**config.mk**
```make
export PLATFORM = sky130hd
export DESIGN_NAME = intersection_ctrl
export DESIGN_NICKNAME = d
export VERILOG_FILES = /design/src/rtl/intersection_ctrl.sv
export SDC_FILE = /design/constraint.sdc
export NUM_CORES = 1
export LEC_CHECK = 0
export CAP_MARGIN = 20
export CELL_PAD_IN_SITES_DETAIL_PLACEMENT = 1
export CELL_PAD_IN_SITES_GLOBAL_PLACEMENT = 2
export CORE_AREA = 2 2 90 92
export CTS_BUF_LIST = sky130_fd_sc_hd__clkbuf_16
export CTS_CLUSTER_DIAMETER = 40
export DETAILED_ROUTE_END_ITERATION = 16
export DIE_AREA = 0 0 92 94
export PLACE_DENSITY_LB_ADDON = 0.1
export SYNTH_ARGS = -nofsm -noshare
export SYNTH_HDL_FRONTEND = slang
export SYNTH_SLANG_ARGS = --single-unit
```
**constraint.sdc**
```tcl
create_clock -name clk -period 2.85 [get_ports clk]
set_input_delay 0.285 -clock clk [delete_from_list [all_inputs] [get_ports clk]]
set_output_delay 0.285 -clock clk [all_outputs]
set_load 0.02 [all_outputs]
```
**src/rtl/intersection_ctrl.sv**
```systemverilog
// Two-way (N/S and E/W) intersection controller with all-red clearance,
// a latched pedestrian walk phase and a flashing-yellow maintenance mode.
// The one-second timebase is derived from clk by a free-running divider.
module intersection_ctrl #(
  parameter int TICKS_PER_SEC = 100_000_000,
  parameter int GREEN_S       = 5,
  parameter int YELLOW_S      = 3,
  parameter int ALLRED_S      = 1,
  parameter int PED_S         = 4,
  parameter int SEC_W         = 8
) (
  input  logic       clk,
  input  logic       rst_n,
  input  logic       start_btn,
  input  logic       ped_req,
  input  logic       flash_mode,
  output logic       ns_red,
  output logic       ns_yellow,
  output logic       ns_green,
  output logic       ew_red,
  output logic       ew_yellow,
  output logic       ew_green,
  output logic       walk,
  output logic       ped_pending,
  output logic [3:0] phase
);

  localparam int DIV_W = (TICKS_PER_SEC > 1) ? $clog2(TICKS_PER_SEC) : 1;
  localparam logic [DIV_W-1:0] DIV_MAX    = DIV_W'(TICKS_PER_SEC - 1);
  // A phase of duration D leaves on the tick where the counter reads D-1.
  localparam logic [SEC_W-1:0] GREEN_END  = SEC_W'(GREEN_S - 1);
  localparam logic [SEC_W-1:0] YELLOW_END = SEC_W'(YELLOW_S - 1);
  localparam logic [SEC_W-1:0] ALLRED_END = SEC_W'(ALLRED_S - 1);
  localparam logic [SEC_W-1:0] PED_END    = SEC_W'(PED_S - 1);

  typedef enum logic [3:0] {
    IDLE      = 4'd0,
    NS_GREEN  = 4'd1,
    NS_YELLOW = 4'd2,
    ALLRED_A  = 4'd3,
    EW_GREEN  = 4'd4,
    EW_YELLOW = 4'd5,
    ALLRED_B  = 4'd6,
    PED_WALK  = 4'd7,
    FLASH     = 4'd8
  } state_t;

  state_t             r_state;
  state_t             w_next;
  logic [DIV_W-1:0]   r_div;
  logic [SEC_W-1:0]   r_sec;
  logic               r_running;
  logic               r_btn_prev;
  logic               r_flash_on;
  logic               r_ped;
  logic               w_tick;
  logic               w_start_edge;
  logic               w_changing;

  assign w_tick       = (r_div == DIV_MAX);
  assign w_start_edge = start_btn & ~r_btn_prev;
  assign w_changing   = (w_next != r_state);
  assign ped_pending  = r_ped;

  // Timebase divider: free-runs out of reset, independent of run/stop.
  always_ff @(posedge clk or negedge rst_n) begin
    if (!rst_n) begin
      r_div <= '0;
    end else if (w_tick) begin
      r_div <= '0;
    end else begin
      r_div <= r_div + DIV_W'(1);
    end
  end

  // Run/stop toggle on each rising edge of the start button.
  always_ff @(posedge clk or negedge rst_n) begin
    if (!rst_n) begin
      r_btn_prev <= 1'b0;
      r_running  <= 1'b0;
    end else begin
      r_btn_prev <= start_btn;
      if (w_start_edge) begin
        r_running <= ~r_running;
      end
    end
  end

  // State register.
  always_ff @(posedge clk or negedge rst_n) begin
    if (!rst_n) begin
      r_state <= IDLE;
    end else begin
      r_state <= w_next;
    end
  end

  // Phase counter: restarts on every state change and while stopped or flashing.
  always_ff @(posedge clk or negedge rst_n) begin
    if (!rst_n) begin
      r_sec <= '0;
    end else if (!r_running || flash_mode || w_changing) begin
      r_sec <= '0;
    end else if (w_tick) begin
      r_sec <= r_sec + SEC_W'(1);
    end
  end

  // Flash blinker: starts lit on FLASH entry, toggles on each tick inside FLASH.
  always_ff @(posedge clk or negedge rst_n) begin
    if (!rst_n) begin
      r_flash_on <= 1'b0;
    end else if (r_state != FLASH && w_next == FLASH) begin
      r_flash_on <= 1'b1;
    end else if (r_state == FLASH && w_tick) begin
      r_flash_on <= ~r_flash_on;
    end
  end

  // Pedestrian latch: a new request beats the clear on PED_WALK entry,
  // so a request held across entry is served on the following cycle.
  always_ff @(posedge clk or negedge rst_n) begin
    if (!rst_n) begin
      r_ped <= 1'b0;
    end else if (ped_req && r_running && r_state != FLASH) begin
      r_ped <= 1'b1;
    end else if (w_next == IDLE || (w_next == PED_WALK && r_state != PED_WALK)) begin
      r_ped <= 1'b0;
    end
  end

  // Next-state: stop beats flash, flash beats the normal sequence.
  always_comb begin
    w_next = r_state;
    if (!r_running) begin
      w_next = IDLE;
    end else if (flash_mode) begin
      w_next = FLASH;
    end else begin
      case (r_state)
        IDLE:      w_next = ALLRED_B;
        NS_GREEN:  if (w_tick && r_sec == GREEN_END)  w_next = NS_YELLOW;
        NS_YELLOW: if (w_tick && r_sec == YELLOW_END) w_next = ALLRED_A;
        ALLRED_A:  if (w_tick && r_sec == ALLRED_END) w_next = EW_GREEN;
        EW_GREEN:  if (w_tick && r_sec == GREEN_END)  w_next = EW_YELLOW;
        EW_YELLOW: if (w_tick && r_sec == YELLOW_END) w_next = ALLRED_B;
        ALLRED_B:  if (w_tick && r_sec == ALLRED_END) w_next = r_ped ? PED_WALK : NS_GREEN;
        PED_WALK:  if (w_tick && r_sec == PED_END)    w_next = NS_GREEN;
        FLASH:     w_next = ALLRED_B;
        default:   w_next = IDLE;
      endcase
    end
  end

  // Moore lamp decode: red whenever an approach is neither green nor yellow.
  always_comb begin
    ns_red    = 1'b1;
    ns_yellow = 1'b0;
    ns_green  = 1'b0;
    ew_red    = 1'b1;
    ew_yellow = 1'b0;
    ew_green  = 1'b0;
    walk      = 1'b0;
    phase     = r_state;
    case (r_state)
      NS_GREEN:  begin ns_red = 1'b0; ns_green  = 1'b1; end
      NS_YELLOW: begin ns_red = 1'b0; ns_yellow = 1'b1; end
      EW_GREEN:  begin ew_red = 1'b0; ew_green  = 1'b1; end
      EW_YELLOW: begin ew_red = 1'b0; ew_yellow = 1'b1; end
      PED_WALK:  walk = 1'b1;
      FLASH: begin
        ns_red    = 1'b0;
        ew_red    = 1'b0;
        ns_yellow = r_flash_on;
        ew_yellow = r_flash_on;
      end
      default: ;
    endcase
  end

endmodule

```
==> flow_summary.ini, run 1 <==
[synthesis]
seq_area_frac_synth_pct = 43.7
syn_area_per_cell_sq_um = 9.28
async_reset_ff_share_pct = 100
synth_seq_cells = 43
synth-main-ff-cell = dfrtp_1
syn-num-nets = 274
syn_inst = 265
synth_area_sq_mm = 0.00246
synth.distinct_cells = 43
synth_enable_flop_cells = 0
synth_warnings = 0

[worst_setup_path]
worstSetupStartpoint = r_sec[4]
crit_fanout = 8
cp-start-kind = register
critPathSlowestCell = or4_4
cp.required_ps = 3000
crit_path_max_incr_delay_ps = 560
r2r_start = r_sec[4]
crit_type = reg -> reg
crit_arrival_ps = 2870
end_kind = register
worstPathCellList = or4_4, or2_4, or4_4, mux2_4, nand3_2, mux2i_2, buf_4, nor3_1
path_common_cell = or4_4

[clocking]
h-tree-depth = 2
clock_sinks = 43
clk_latency_ps = 280
cts_setup_buffers = 0
cts-root-buf = clkbuf_16
cts-buffers-inserted = 5
cts_buffer_depth = 2
cts_tree = built
clk_pin_slew_worst_paths_ps = 60
cts-resized-gates = 0
cts_hold_buf = 0

[floorplan]
die_h_um = 94
io_pins = 17
core_sq_mm = 0.00761
chipWidth_um = 92
design.die.area_sq_mm = 0.00865
rows = 32
initial_core_util_pct = 32.3

[sta]
relSlewSlack_pct = 33.6
tightestPinTransition_ps = 996
min_period_ps = 2720
setup-tns-final_ps = 0
finalSetupViolCount = 0
finClkSkew_ps = 5.52
rsz0062_at_grt = false
max_freq_ghz = 0.367
finalHoldViolCount = 0
fin_crit_sh_pct = 95.5
slew_viol_final = 0

[drt]
drt_pre_antenna_iters = 2
ant_nets = 0
num_vias = 2009
drt_first_iter_violations = 100
wl_per_cell_um = 15.3
drt-total-wl_um = 6030
drt_drc_violations_left = 0
vias_per_cell = 5.09

[cells_and_area]
finalNonFillerCells = 395
postLayoutCoreUtil_pct = 38.8
nFillCells = 905
syn_to_final_growth_pct = 19.8
drive_gt1_share_pct = 9.56
diodes = 0
fin_nets = 301

[global_routing]
grt_pass1_vias = 2087
track_usage_pct = 15.3
overflow = 0
grt_max_degree = 44
antenna_found_initial = 0
grt_pass1_wl_um = 10500

[placement]
portBuffers = 16
post-dp-hpwl_um = 4590
dp.cells = 387
place_congestion = 0.798

[power]
p_per_area_mw_per_mm2 = 601
p_leak_nw = 1.24
ir_worst_vdd_v = 0.000264

[hold_path]
hold_class = in -> async

[run]
drv_cap = 0

[outcome]
status = completed
[metal layers]
layer | global-route usage, % | up-vias | wire, um
met4 | 3.73 | 0 | 63
met1 | 20.3 | 997 | 2910
met5 | 0 | - | 0
met3 | 2.49 | 5 | 111
met2 | 26.1 | 17 | 2940
li1 | - | 990 | -
[state kept, by name, indices dropped and copies added (netlist names)]
register	count
ped_pending	1
phase	4
r_btn_prev	1
r_div	27
r_flash_on	1
r_running	1
r_sec	8
[per-stage QoR]
stage	hold slack, ps	power [mW]	cell area (sq um)	worst slack, ps
final	160	1.77	2950	127
after CTS	208	1.79	2940	104
after global placement	478	1.24	2800	152
after floorplan	-10.6	0.999	2460	197
after global routing	235	1.89	2950	31.2
after detailed placement	484	1.25	2800	123
[cell families (layout without fill, tap and decap cells)]
kind of cell	after synthesis	count (layout)	share of synthesized area (%)
compound gates	23	23	6.05
buf+inv	18	46	2.75
xor+xnor	32	32	11.4
mux	6	6	2.80
simple gates	139	139	31.2
fa+ha+maj	4	4	2.03
flops	43	43	43.7
[report_power, final]
group          internal [mW]  switching [mW]  leakage (nW)
logic                  0.232           0.308         0.590
registers              0.639          0.0512         0.573
clock network          0.317           0.224        0.0762
total                   1.19           0.584          1.24
[area by class of cell]
| cell class | instances | area (sq um) | area share, % |
|---|---|---|---|
| inverters | 10 | 37.5 | 1.27 |
| repair buffers | 28 | 245 | 8.32 |
| multi-input cells | 204 | 1320 | 44.9 |
| well taps | 102 | 128 | 4.33 |
| clock buffers | 5 | 125 | 4.24 |
| clock inverters | 3 | 12.5 | 0.424 |
| flip-flops and latches | 43 | 1080 | 36.5 |
[synth_stat cells (2+ instances only)]
| master | count | area (sq um) |
|---|---|---|
| a21oi_1 | 4 | 20.0 |
| a31oi_1 | 4 | 25.0 |
| and2_1 | 2 | 12.5 |
| and3_1 | 10 | 62.6 |
| and4_1 | 4 | 35.0 |
| clkbuf_1 | 8 | 30.0 |
| dfrtp_1 | 43 | 1080 |
| ha_1 | 4 | 50.1 |
| inv_1 | 10 | 37.5 |
| mux2i_1 | 4 | 40.0 |
| nand2_1 | 22 | 82.6 |
| nand2b_1 | 8 | 50.1 |
| nand3_1 | 14 | 70.1 |
| nand4_1 | 8 | 50.1 |
| nand4b_1 | 2 | 17.5 |
| nor2_1 | 27 | 101 |
| nor3_1 | 19 | 95.1 |
| nor4_1 | 4 | 25.0 |
| nor4b_1 | 2 | 17.5 |
| nor4bb_1 | 3 | 30.0 |
| o211ai_1 | 2 | 15.0 |
| o21ai_0 | 6 | 30.0 |
| or3_1 | 4 | 25.0 |
| or4_4 | 2 | 22.5 |
| xnor2_1 | 15 | 131 |
| xor2_1 | 17 | 149 |
[critical path, delay by kind of cell, from the launching register on]
family | cells | cell delay (ps)
buffers and inverters | 1 | 180
and+or+nand+nor | 5 | 1480
DFF | 1 | 410
muxes | 2 | 520
[path summary, 6_finish.rpt]
check	to	slack (ps)	cells after the start
max reg2reg	r_sec[0]	130	8
max	r_sec[0]	130	8
min in group clk	r_btn_prev	470	1
min	r_div[21]	160	1
max in group asynchronous	r_sec[3]	2060	1
min reg2reg	r_div[0]	490	1
[cells in the final DEF, fill, tap and decap left out, types with 2 or more instances in the layout]
cell type / netlist / routed
nand4_1: 8 / 8
nand2b_1: 8 / 8
xor2_1: 17 / 16
nand3_1: 14 / 14
xnor2_1: 15 / 15
o211ai_1: 2 / 2
o21ai_0: 6 / 6
nor4_1: 4 / 4
and4_1: 4 / 4
or3_1: 4 / 4
dfrtp_1: 43 / 43
nor3_1: 19 / 19
clkbuf_16: 0 / 5
mux2i_1: 4 / 4
nand4b_1: 2 / 2
nor4b_1: 2 / 2
a31oi_1: 4 / 4
clkdlybuf4s50_1: 0 / 15
nand2_1: 22 / 22
buf_4: 0 / 12
nor4bb_1: 3 / 3
and3_1: 10 / 10
nor2_1: 27 / 27
and2_1: 2 / 2
a21oi_1: 4 / 4
inv_1: 10 / 12
ha_1: 4 / 4
or4_4: 2 / 2
No activity file was read; power rests on OpenSTA's default activity.
==> inputs of run 2 (changes only) <==
--- a/config.mk
+++ b/config.mk
@@ -5,14 +5,15 @@
 export SDC_FILE = /design/constraint.sdc
 export NUM_CORES = 1
 export LEC_CHECK = 0
+export ABC_AREA = 1
 export CAP_MARGIN = 20
 export CELL_PAD_IN_SITES_DETAIL_PLACEMENT = 1
 export CELL_PAD_IN_SITES_GLOBAL_PLACEMENT = 2
-export CORE_AREA = 2 2 90 92
+export CORE_AREA = 2 2 87 89
 export CTS_BUF_LIST = sky130_fd_sc_hd__clkbuf_16
 export CTS_CLUSTER_DIAMETER = 40
 export DETAILED_ROUTE_END_ITERATION = 16
-export DIE_AREA = 0 0 92 94
+export DIE_AREA = 0 0 89 91
 export PLACE_DENSITY_LB_ADDON = 0.1
 export SYNTH_ARGS = -nofsm -noshare
 export SYNTH_HDL_FRONTEND = slang
==> constraint.sdc (replaced) <==
create_clock -name clk -period 3.35 [get_ports clk]
set_input_delay 0.335 -clock clk [delete_from_list [all_inputs] [get_ports clk]]
set_output_delay 0.335 -clock clk [all_outputs]
set_load 0.02 [all_outputs]
==> run 2 against run 1 <==
Sequential cell count unchanged. First-iteration DRC count decreased by 14%. Non-clock buffer count decreased by 10. Via count increased by 15%. Global-route usage increased by 3.5 points. Power decreased by 12%. Sequential share of layout area decreased by 1.6 points. Sequential power decreased by 17%. Die area decreased by 6.3%. Synthesized area increased by 6.0%. Largest power group unchanged.
==> flow_summary.ini, run 2 <==
[outcome]
status = completed

[synthesis]
seq_area_frac_synth_pct = 41.3
netlist.area_leader.share_pct = 41.3
syn-num-nets = 367
synth_warnings = 0
synth_most_common_cell = nand2_1
syn_area_per_cell_sq_um = 7.28
synth-main-ff-cell = dfrtp_1
syn_inst = 358
synth.distinct_cells = 28
synth_seq_cells = 43
synth_enable_flop_cells = 0
netlist_top_cells_area = dfrtp_1 (41%), nand2_1 (9.9%), inv_1 (7.8%)
async_reset_ff_share_pct = 100
synthTopCellsByCount = nand2_1 (69), inv_1 (54), nor2_1 (47)
yosys.area.top_type = dfrtp_1
synth_area_sq_mm = 0.00261

[sta]
relSlewSlack_pct = 59.7
rsz0062_at_grt = false
finalHoldViolCount = 0
tightestPinTransition_ps = 599
min_period_ps = 2680
fin_crit_sh_pct = 79.9
slew_viol_final = 0
finalSetupViolCount = 0
finClkSkew_ps = 8.43
max_freq_ghz = 0.374
setup-tns-final_ps = 0

[cells_and_area]
syn_to_final_growth_pct = 18.3
drive_gt1_share_pct = 12.0
final_common_cell = nand2_1
largest_reg_flops = 27
regMostFlops = r_div
fin_nets = 391
diodes = 0
final_cell_mix = nand2_1 (69), inv_1 (54), nor2_1 (47)

[worst_setup_path]
worstPathCellList = nor2_1, inv_1, nor2_1, inv_1, nor2_1, inv_1, o22ai_1, clkdlybuf4s50_1
path_buf_inv = 4
critPathSlowestCell = clkdlybuf4s50_1
crit_fanout = 6
end_kind = output port
reg2reg_depth = 17
cp-start-kind = register
crit_type = reg -> out
critical_path.top_delay_family = buffers and inverters
worstSetupPathDepth = 8
crit_path_max_incr_delay_ps = 630
cp.required_ps = 3010
crit_arrival_ps = 2340

[global_routing]
grt_pass1_wl_um = 11900
grt_max_degree = 44
overflow = 0
track_usage_pct = 18.8
grt_pass1_vias = 2475
antenna_found_initial = 0

[clocking]
clk_latency_ps = 280
h-tree-depth = 2
cts_buffer_depth = 2
clock_sinks = 43
cts_tree = built
clk_pin_slew_worst_paths_ps = 70
cts-root-buf = clkbuf_16
cts-buffers-inserted = 5

[floorplan]
design.die.area_sq_mm = 0.00810
initial_core_util_pct = 36.5
core_sq_mm = 0.00714
die_h_um = 91
io_pins = 17
rows = 31
chipWidth_um = 89

[placement]
portBuffers = 16
post-dp-hpwl_um = 5310
place_congestion = 0.865

[power]
p_sw_mw = 0.511
clkPwrFrac_pct = 36.4
total_power_mw = 1.57
ir_worst_vdd_v = 0.000264
swShare_pct = 32.7
pwr-share-comb_pct = 27.1
p_leak_nw = 1.53
seqPwrFrac_pct = 36.4
p_per_area_mw_per_mm2 = 508
p_int_mw = 1.05

[drt]
drt_drc_violations_left = 0
ant_nets = 0
num_vias = 2311
drt-total-wl_um = 6950
vias_per_cell = 4.79
wl_per_cell_um = 14.4
drt_first_iter_violations = 86
drt_pre_antenna_iters = 4

[hold_path]
worstHoldPathCells = 1
hold_class = reg -> reg

[run]
drv_cap = 0
## run 2: cell count changes in the layout (fill, tap and decap cells not counted), sizes merged, moves of 5 or more
cell and change:
a21oi +5, and3 -9, buf -11, inv +55, mux2i -5, nand2 +55, nand2b -8, nand3 +17
nor2 +34, o21ai +5, xnor2 -15
## run 2: cell type report
type                            count  area, sq um
Timing Repair Buffer               18          185
Inverter                           66          248
Clock buffer                        5          125
Fill cell                         936         4050
Clock inverter                      3         46.3
Tap cell                           99          124
Sequential cell                    43         1080
Multi-Input combinational cell    248         1280
## run 2: path summary, 6_finish.rpt
path	from	to	slack [ps]
min reg2reg	r_div[0]	r_div[0]	460
min	r_div[0]	r_div[0]	460
min in group asynchronous	rst_n	r_div[7]	480
max	phase[0]	ew_yellow	670
max in group asynchronous	rst_n	phase[1]	2380
max reg2reg	r_div[0]	r_sec[5]	980
## run 2: power by group through the flow
stage	registers (mW)	clock network, mW	logic (mW)
floorplan	0.597	0	0.233
global placement	0.581	0	0.424
detailed placement	0.581	0	0.423
CTS	0.571	0.584	0.427
global route	0.576	0.597	0.469
finish	0.570	0.570	0.425
## run 2: layer usage
layer / vias up / track usage (%) / routed length, um
li1: 1185 / - / -
met5: - / 0 / 0
met1: 1092 / 24.7 / 3310
met3: 10 / 2.73 / 104
met4: 0 / 5.72 / 131
met2: 24 / 31.6 / 3400
## run 2: cells by family (layout without fill, tap and decap cells)
logic type | count (synthesis) | count (layout) | synth area share (%)
xor gates and xnor gates | 15 | 15 | 5.04
and+or+nand+nor | 201 | 201 | 36.1
buffers and inverters | 67 | 92 | 9.65
AOI/OAI and AO/OA | 28 | 28 | 6.05
DFF | 43 | 43 | 41.3
adders and majority gates | 4 | 4 | 1.92
## run 2: timing repair
item                                    CTS  global route
hold endpoints to repair                  0            12
buffers inserted                          0             0
endpoints found under the setup margin    0             0
hold buffers                              0             1
resized for setup                         0             0
## run 2: stage by stage
stage                     instances  hold slack, ps  utilization [%]  worst slack [ps]  instance area [sq um]
after floorplan                 358            39.4                -              1190                   2610
after global placement          472             445             40.4               908                   2880
after detailed placement        472             460             40.4               951                   2880
after CTS                       480             268             42.8               635                   3050
after global routing            482             481             43.2               541                   3080
final                           482             463             43.2               673                   3080
==> inputs of run 3 (changes only) <==
--- a/config.mk
+++ b/config.mk
@@ -9,11 +9,11 @@
 export CAP_MARGIN = 20
 export CELL_PAD_IN_SITES_DETAIL_PLACEMENT = 1
 export CELL_PAD_IN_SITES_GLOBAL_PLACEMENT = 2
-export CORE_AREA = 2 2 87 89
+export CORE_AREA = 2 2 91 93
 export CTS_BUF_LIST = sky130_fd_sc_hd__clkbuf_16
 export CTS_CLUSTER_DIAMETER = 40
 export DETAILED_ROUTE_END_ITERATION = 16
-export DIE_AREA = 0 0 89 91
+export DIE_AREA = 0 0 93 95
 export PLACE_DENSITY_LB_ADDON = 0.1
 export SYNTH_ARGS = -nofsm -noshare
 export SYNTH_HDL_FRONTEND = slang
==> constraint.sdc (replaced) <==
create_clock -name clk -period 2.8 [get_ports clk]
set_input_delay 0.28 -clock clk [delete_from_list [all_inputs] [get_ports clk]]
set_output_delay 0.28 -clock clk [all_outputs]
set_load 0.02 [all_outputs]
==> run 3 against run 2 <==
Via count is 1.3% higher. Largest power group unchanged. Non-clock buffer count rose by 1. Hold slack worse by 0.73 ps. Register-to-register slack worse by 520 ps. Sequential cell count is the same. Critical path type unchanged. Power up 19%. Combinational power rose by 18%. Wire length shrank 1.6%. Core utilization is 4.2 points lower.
==> flow_summary.ini, run 3 (synthesis gave the netlist of run 2 again) <==
[placement]
place_congestion = 0.766
post_dp_cell_area_sq_mm = 0.00290
post-dp-hpwl_um = 5200
portBuffers = 16

[sta]
max_freq_ghz = 0.395
slew_viol_final = 0
finalHoldViolCount = 0
rsz0062_at_grt = false
finalSetupViolCount = 0
finClkSkew_ps = 4.15
relSlewSlack_pct = 59.4
fin_crit_sh_pct = 90.5
setup-tns-final_ps = 0
tightestPinTransition_ps = 604
min_period_ps = 2530

[drt]
drt_first_iter_violations = 42
num_vias = 2340
drt_pre_antenna_iters = 4
drt-total-wl_um = 6840
drt_drc_violations_left = 0
ant_nets = 0
vias_per_cell = 4.79
wl_per_cell_um = 14.0

[cells_and_area]
nFillCells = 1022
regMostFlops = r_div
diodes = 0
syn_to_final_growth_pct = 18.8
fin_nets = 392
final_cell_mix = nand2_1 (69), inv_1 (54), nor2_1 (47)
final_area_sq_mm = 0.00310
largest_reg_flops = 27
drive_gt1_share_pct = 12.2
seq_area_sq_mm = 0.00108
final_common_cell = nand2_1
multi_input_comb_area_sq_mm = 0.00128

[worst_setup_path]
reg2reg_depth = 17
r2r_slack_ps = 460
crit_fanout = 6
cp-start-kind = register
r2r_start = r_div[0]
crit_type = reg -> out
cp.required_ps = 2520
end_kind = output port
crit_arrival_ps = 2250
timing.rr.end = r_sec[4]

[clocking]
cts_buffer_depth = 2
clk_latency_ps = 280
h-tree-depth = 2
clock_sinks = 43
cts-buffers-inserted = 5
cts_tree = built
cts-resized-gates = 0
cts-root-buf = clkbuf_16
clk_pin_slew_worst_paths_ps = 60

[floorplan]
design.die.area_sq_mm = 0.00884
chipWidth_um = 93
die_h_um = 95
rows = 33
core_sq_mm = 0.00793
io_pins = 17
initial_core_util_pct = 32.9

[global_routing]
track_usage_pct = 16.9
grt_max_degree = 44
grt_pass1_wl_um = 11600
overflow = 0
grt_pass1_vias = 2435
antenna_found_initial = 0

[power]
swShare_pct = 32.2
p_sw_mw = 0.598
seqPwrFrac_pct = 36.7
ir_worst_vdd_v = 0.000350
p_int_mw = 1.26
p_per_area_mw_per_mm2 = 600
total_power_mw = 1.86
pwr-share-comb_pct = 26.9
clkPwrFrac_pct = 36.3
p_leak_nw = 1.54

[run]
drv_cap = 0

[hold_path]
hold_class = in -> async

[outcome]
status = completed
## run 3: cell types whose count changed in the layout (fill, tap and decap cells not counted)
cell	delta
buf_4	+1
clkinv_2	+1
clkinv_4	+1
clkinvlp_4	-1
inv_6	-1
## run 3: worst max-delay path, cell delays in order, from the launching register on
cell             delay, ps
dfrtp_1                450
nor2_1                 120
inv_1                   60
nor2_1                 110
inv_1                   70
nor2_1                 270
inv_1                  140
o21bai_1               140
clkdlybuf4s50_1        620
## run 3: final cells by class
class	count	area share (%)
Inverter	66	8.00
Clock inverter	3	1.41
Tap cell	105	4.24
Timing Repair Buffer	19	6.22
Clock buffer	5	4.04
Sequential cell	43	34.8
Multi-Input combinational cell	248	41.3
## run 3: routing by layer
layer	part of all wire (%)	vias to the layer above	track usage [%]
met3	2.1	10	2.95
met4	1.8	0	5.15
met5	0	-	0
li1	-	1183	-
met1	50	1118	22.2
met2	46	29	28.4
## run 3: timing repair
| action | CTS | global route |
|---|---|---|
| setup buffers | 0 | 0 |
| hold buffers | 0 | 1 |
| endpoints found under the hold margin | 0 | 16 |
## run 3: worst max path at each step
stage | end | startpoint | slack, ps
after global placement | r_sec[4] | r_div[0] | 490
after floorplan | r_sec[0] | phase[0] | 640
final | ns_yellow | phase[0] | 270
after detailed placement | r_sec[4] | r_div[0] | 420
after CTS | ns_yellow | phase[2] | 240
after global routing | ew_yellow | phase[0] | 80
## run 3: power groups by stage
stage	sequential [mW]	combinational [mW]	clock [mW]
floorplan	0.714	0.279	0
global placement	0.695	0.503	0
detailed placement	0.695	0.499	0
CTS	0.684	0.504	0.697
global route	0.689	0.553	0.724
finish	0.682	0.500	0.675
## run 3: per-stage QoR
stage	utilization [%]	hold WS [ps]	cells	worst slack, ps
global route	39.0	476	489	82.8
global placement	36.5	448	479	494
detailed placement	36.5	455	479	415
finish	39.0	462	489	267
CTS	38.7	227	487	243
floorplan	-	-15.6	358	637
